$ cat src/rtl/if_fetch_unit.sv
// Instruction fetch: issues one outstanding word request per PC value, queues
// {pc, instr} pairs toward ID and steers the PC register on advance/redirect.
module if_fetch_unit #(
    parameter int FIFO_DEPTH = 2
) (
    input  logic        clk,
    input  logic        reset,
    input  logic [31:0] pc,
    output logic        en_pc,
    output logic [31:0] npc,
    output logic        imem_req,
    output logic [31:0] imem_addr,
    input  logic        imem_ack,
    input  logic [31:0] imem_rdata,
    input  logic        redirect,
    input  logic [31:0] redirect_target,
    output logic        id_valid,
    output logic [31:0] id_instr,
    output logic [31:0] id_pc,
    input  logic        id_ready
);

    localparam int PTR_W = $clog2(FIFO_DEPTH);
    localparam int CNT_W = PTR_W + 1;

    typedef enum logic [1:0] {
        IDLE  = 2'd0,
        BUSY  = 2'd1,
        DRAIN = 2'd2
    } state_t;

    state_t             state_q, state_d;
    logic               req_q;
    logic [31:0]        addr_q;
    logic [CNT_W-1:0]   count_q, count_d;
    logic [PTR_W-1:0]   rd_ptr_q, rd_ptr_d;
    logic [PTR_W-1:0]   wr_ptr_q, wr_ptr_d;
    logic [31:0]        fifo_pc_q    [FIFO_DEPTH];
    logic [31:0]        fifo_instr_q [FIFO_DEPTH];
    logic [31:0]        id_pc_q, id_pc_d;
    logic [31:0]        id_instr_q, id_instr_d;

    logic               pop;
    logic               space;
    logic [CNT_W-1:0]   cnt_after_pop;
    logic               issue;
    logic               push;
    logic               retire;
    logic               head_load;

    assign id_valid      = (count_q != '0);
    assign pop           = id_valid & id_ready;
    assign cnt_after_pop = count_q - CNT_W'(pop);
    assign space         = (cnt_after_pop < CNT_W'(FIFO_DEPTH));

    assign imem_req  = req_q;
    assign imem_addr = addr_q;
    assign id_pc     = id_pc_q;
    assign id_instr  = id_instr_q;

    always_ff @(posedge clk or posedge reset) begin
        if (reset) begin
            state_q <= IDLE;
        end else begin
            state_q <= state_d;
        end
    end

    always_comb begin
        state_d = state_q;
        case (state_q)
            IDLE: begin
                if (!redirect && space) state_d = BUSY;
            end
            BUSY: begin
                if (imem_ack)      state_d = IDLE;
                else if (redirect) state_d = DRAIN;
            end
            DRAIN: begin
                if (imem_ack) state_d = IDLE;
            end
            default: state_d = IDLE;
        endcase
    end

    // A redirect makes the current pc stale, so no request is issued that cycle.
    always_comb begin
        issue  = (state_q == IDLE) & ~redirect & space;
        push   = (state_q == BUSY) & imem_ack & ~redirect;
        retire = (state_q != IDLE) & imem_ack;
        en_pc  = ~reset & (redirect | ((state_q == BUSY) & imem_ack));
        npc    = redirect ? redirect_target : pc + 32'd4;
    end

    always_ff @(posedge clk or posedge reset) begin
        if (reset) begin
            req_q  <= 1'b0;
            addr_q <= '0;
        end else if (issue) begin
            req_q  <= 1'b1;
            addr_q <= pc;
        end else if (retire) begin
            req_q  <= 1'b0;
        end
    end

    always_ff @(posedge clk) begin
        if (push) begin
            fifo_pc_q[wr_ptr_q]    <= addr_q;
            fifo_instr_q[wr_ptr_q] <= imem_rdata;
        end
    end

    // The head is registered so id_* keep their last value once the queue empties.
    always_comb begin
        count_d    = cnt_after_pop + CNT_W'(push);
        rd_ptr_d   = rd_ptr_q + PTR_W'(pop);
        wr_ptr_d   = wr_ptr_q + PTR_W'(push);
        head_load  = 1'b0;
        id_pc_d    = id_pc_q;
        id_instr_d = id_instr_q;
        if (redirect) begin
            count_d  = '0;
            rd_ptr_d = '0;
            wr_ptr_d = '0;
        end else if (count_d != '0) begin
            head_load = 1'b1;
        end
        if (head_load) begin
            if (cnt_after_pop == '0) begin
                id_pc_d    = addr_q;
                id_instr_d = imem_rdata;
            end else begin
                id_pc_d    = fifo_pc_q[rd_ptr_d];
                id_instr_d = fifo_instr_q[rd_ptr_d];
            end
        end
    end

    always_ff @(posedge clk or posedge reset) begin
        if (reset) begin
            count_q    <= '0;
            rd_ptr_q   <= '0;
            wr_ptr_q   <= '0;
            id_pc_q    <= '0;
            id_instr_q <= '0;
        end else begin
            count_q    <= count_d;
            rd_ptr_q   <= rd_ptr_d;
            wr_ptr_q   <= wr_ptr_d;
            id_pc_q    <= id_pc_d;
            id_instr_q <= id_instr_d;
        end
    end

endmodule

$ cat config.mk
export PLATFORM = sky130hd
export DESIGN_NAME = if_fetch_unit
export DESIGN_NICKNAME = d
export VERILOG_FILES = /design/src/rtl/if_fetch_unit.sv
export SDC_FILE = /design/constraint.sdc
export NUM_CORES = 1
export LEC_CHECK = 0
export ABC_AREA = 1
export CORE_AREA = 4 4 238 147
export CTS_CLUSTER_SIZE = 8
export DETAILED_ROUTE_END_ITERATION = 10
export DIE_AREA = 0 0 242 151
export PLACE_DENSITY = 0.67
export SETUP_SLACK_MARGIN = 0.1
export SLEW_MARGIN = 15
export SYNTH_ARGS = -nofsm -noshare
export SYNTH_HDL_FRONTEND = slang
export SYNTH_SLANG_ARGS = --single-unit
$ cat constraint.sdc
create_clock -name clk -period 5 [get_ports clk]
set_input_delay 0.75 -clock clk [delete_from_list [all_inputs] [get_ports clk]]
set_output_delay 0.75 -clock clk [all_outputs]
set_load 0.02 [all_outputs]
==> metrics.md <==
| Metric | Value |
|---|---|
| Fraction of the yosys area taken by sequential cells | `56.8%` |
| IO Pins | `232` |
| Relative contribution of combinational cells to total power | `46.0%` |
| CTS tree | `done` |
| Main area contributors after synthesis | `sky130_fd_sc_hd__edfxtp_1 (34%), sky130_fd_sc_hd__dfrtp_1 (23%), sky130_fd_sc_hd__nand2_1 (8.5%)` |
| Die area | `36500 um2` |
| Number of levels the H-tree was split into | `2` |
| Most instantiated library cell after synthesis | `sky130_fd_sc_hd__nand2_1` |
| Final Skew | `0.0148 ns` |
| Final count of pins violating max slew | `0` |
| Wire length of the first global-routing pass | `55200 um` |
| Sequential share of power | `31.5%` |
| WS Path Type | `input pin to output port` |
| Share of post-route cells with drive strength above 1 | `4.49%` |
| Finish-stage setup viols | `0` |
| Post-synthesis register bit count | `231` |
| Slew Limit Headroom | `27.0%` |
| Number of buffers added by the clock tree synthesis step | `34` |
| Endpoint kind of the worst setup timing path | `output port` |
| Switching part of the total power | `41.9%` |
| Clock transition at path regs | `0.05 ns` |
| Number of buffers inserted by hold repair at cts | `0` |
| Status | `completed` |
| Arrival @ worst endpoint | `3.46 ns` |
| Buffers from clock root to sink, at most | `3` |
| Initial drt markers | `656` |
| Critical path fanouts, max | `6` |
| Number of vias after detailed routing | `9714` |
| Utilization after layout | `45.1%` |
| Core ar. | `33100 um2` |
| Internal power summed over all cells | `5.48 mW` |
| Worst hold path class | `flip-flop to flip-flop` |
| Number of sinks on the clock net | `231` |
| Post-route fraction of the period consumed by the critical path | `84.3%` |
| Slew of the pin with the lowest slew margin | `1.09 ns` |
| DRC violation count after routing | `0` |
| Starting density of the core | `34.2%` |
| Met2 routing resource usage after global routing | `30.3%` |
| Row count | `52` |
| Sum of internal, switching and leakage power | `9.42 mW` |
| Weighted congestion reported at the end of routability-driven placement | `0.923` |
| Proportion of netlist area held by the largest area contributor | `34.0%` |
| Number of fill cells in the layout | `3188` |
| Number of antenna-violating nets in the routed design | `0` |
| Number of gates resized after CTS | `0` |
| Number of enable-type register cells in the synthesized netlist | `128` |
| Width of the die | `242 um` |
| Sequential cell area | `6420 um2` |
| Predominant post-synthesis flop cell | `sky130_fd_sc_hd__edfxtp_1` |
| Clock insertion delay at the later pin of the skew report | `0.50 ns` |
| Net switching power figure | `3.95 mW` |
| Post-Route WL | `36100 um` |
| Setup repair after global routing missed its margin | `false` |
| Met1 track utilization from global routing | `27.5%` |
| Total congestion overflow | `0` |
| Ranking of synthesized cells by instance count | `sky130_fd_sc_hd__nand2_1 (256), sky130_fd_sc_hd__nor2_1 (255), sky130_fd_sc_hd__inv_1 (235), sky130_fd_sc_hd__edfxtp_1 (128), sky130_fd_sc_hd__dfrtp_1 (103)` |
| Number of distinct library cell variants in the gate-level netlist after synthesis | `26` |
| Count of nets after finishing | `1664` |
| Static power due to leakage | `6.59 nW` |
| Initial DRT Pass Iterations | `5` |
| Clk root buf | `sky130_fd_sc_hd__clkbuf_16` |
| Number of failing hold endpoints at the final stage | `0` |
| Startpoint class of the critical path | `input pin` |
| Largest area contributor in the synthesized netlist | `sky130_fd_sc_hd__edfxtp_1` |
| Warnings from Yosys | `0` |
| Synth-to-Final Area Change | `31.7%` |
| Routed len/inst | `17.9 um` |
| Number of maximum-capacitance constraint violations | `0` |
| Required time at the worst-slack endpoint | `4.25 ns` |
| ANT cells | `0` |
| Setup TNS Final | `0 ns` |
| Largest net degree at the start of global routing | `76` |
| Area occupied by multi-input gates | `3630 um2` |
| Post-layout min period | `4.21 ns` |
| Most used routing layer in global routing | `met2` |
| Synthesized area divided by synthesized cell count | `8.40 um2` |
| Internal reg-to-reg setup slack | `2.08 ns` |
| Highest Clock Rate | `237 MHz` |
| Initial antenna violation count | `0` |
| IR drop worst, VDD | `0.386 mV` |
| Gate count of the mapped netlist | `1346` |
| Detailed-placement wirelength estimate | `23500 um` |
| Async set-or-reset flop fraction in the synthesized netlist | `44.6%` |
| Global-route total usage across every layer | `19.5%` |
| Netlist area before placement | `11300 um2` |
| Setup fix buffers added after clock tree synthesis | `0` |
| Met3 demand-to-capacity share in global routing | `4.95%` |
| Height of the chip | `151 um` |
| Average vias per placed instance | `4.83` |
| PortBufs | `231` |
| Vias in the first global route | `9290` |
| Power per cell area | `633 nW/um2` |
| Share of total power in the clock network | `22.4%` |
| Synthesized Nets | `1452` |
## cell usage in the layout (no fill, tap or decap), types with 5 or more instances in the layout
cell,Yosys,layout
sky130_fd_sc_hd__clkbuf_1,7,22
sky130_fd_sc_hd__inv_1,235,234
sky130_fd_sc_hd__clkbuf_16,0,35
sky130_fd_sc_hd__dfrtp_1,103,103
sky130_fd_sc_hd__nand2_1,256,255
sky130_fd_sc_hd__edfxtp_1,128,128
sky130_fd_sc_hd__clkdlybuf4s50_1,0,230
sky130_fd_sc_hd__o21ai_0,40,40
sky130_fd_sc_hd__nand4_1,65,65
sky130_fd_sc_hd__buf_4,1,14
sky130_fd_sc_hd__a21oi_1,77,77
sky130_fd_sc_hd__nor2_1,255,255
sky130_fd_sc_hd__nand3_1,84,83
sky130_fd_sc_hd__xnor2_1,5,5
## routing by layer
layer	part of all wire, %	up-vias	wire, um
li1	-	4692	-
met2	45	299	16100
met3	6.8	42	2460
met4	1.6	0	577
met5	0	-	0
met1	47	4681	17000
## power groups by stage
| stage | combinational, mW | clock [mW] | sequential [mW] |
|---|---|---|---|
| 2_1_floorplan | 2.27 | 0 | 3.37 |
| 3_3_place_gp | 4.32 | 0 | 2.98 |
| 3_5_place_dp | 4.38 | 0 | 3.00 |
| 4_1_cts | 4.41 | 2.17 | 2.98 |
| 5_1_grt | 4.79 | 2.25 | 3.04 |
| 6_report | 4.34 | 2.12 | 2.97 |
## worst paths after layout
kind / from / endpoint / cells past startpoint
setup reg to reg: count_q[1] / id_instr[29] / 15
max in group asynchronous: reset / id_instr[22] / 3
hold reg to reg: imem_addr[3] / fifo_pc_q[0][3] / 0
min in group asynchronous: reset / id_pc[30] / 2
hold / removal: imem_addr[3] / fifo_pc_q[0][3] / 0
setup / recovery: pc[2] / npc[28] / 11
## flip-flops by register name, summed over array words and instances, names as in the netlist
name,flops
id_pc,32
count_q,2
imem_addr,32
state_q,2
fifo_pc_q,64
id_instr,32
fifo_instr_q,64
imem_req,1
rd_ptr_q,1
wr_ptr_q,1
## through the flow
step,hold slack [ns],instance area (um2),std cells,worst slack [ns]
3_5_place_dp,0.480,13900,1954,0.780
5_1_grt,0.512,14900,2012,0.581
2_1_floorplan,0.539,11300,1346,1.55
6_report,0.492,14900,2012,0.786
4_1_cts,0.492,14900,2012,0.770
3_3_place_gp,0.475,13900,1954,0.841
## area by class of cell
class	instances	share of cell area, %
Multi-Input combinational cell	806	24.4
Sequential cell	231	43.1
Inverter	239	6.06
Clock buffer	57	6.43
Clock inverter	1	0.0588
Tap cell	432	3.63
Timing Repair Buffer	246	16.3
## kinds of logic (layout without fill, tap and decap cells)
family | count (synthesis) | in the layout | share of synthesized area [%]
and+or+nand+nor | 673 | 673 | 25.1
DFF | 231 | 231 | 56.8
AOI/OAI and AO/OA | 122 | 122 | 5.44
buffers and inverters | 309 | 543 | 11.7
adders and majority gates | 5 | 5 | 0.553
xor gates and xnor gates | 6 | 6 | 0.465
## worst max-delay path, stage by stage
cell and delay, ns:
sky130_fd_sc_hd__clkdlybuf4s50_1 0.69, sky130_fd_sc_hd__ha_1 0.29, sky130_fd_sc_hd__nand3_1 0.17, sky130_fd_sc_hd__inv_1 0.12, sky130_fd_sc_hd__nand2_1 0.15, sky130_fd_sc_hd__nor2_1 0.33
sky130_fd_sc_hd__nand3_1 0.12, sky130_fd_sc_hd__nand2_1 0.10, sky130_fd_sc_hd__nand2_1 0.05, sky130_fd_sc_hd__nand2_1 0.09, sky130_fd_sc_hd__clkdlybuf4s50_1 0.61
No activity file was read; power rests on OpenSTA's default activity.
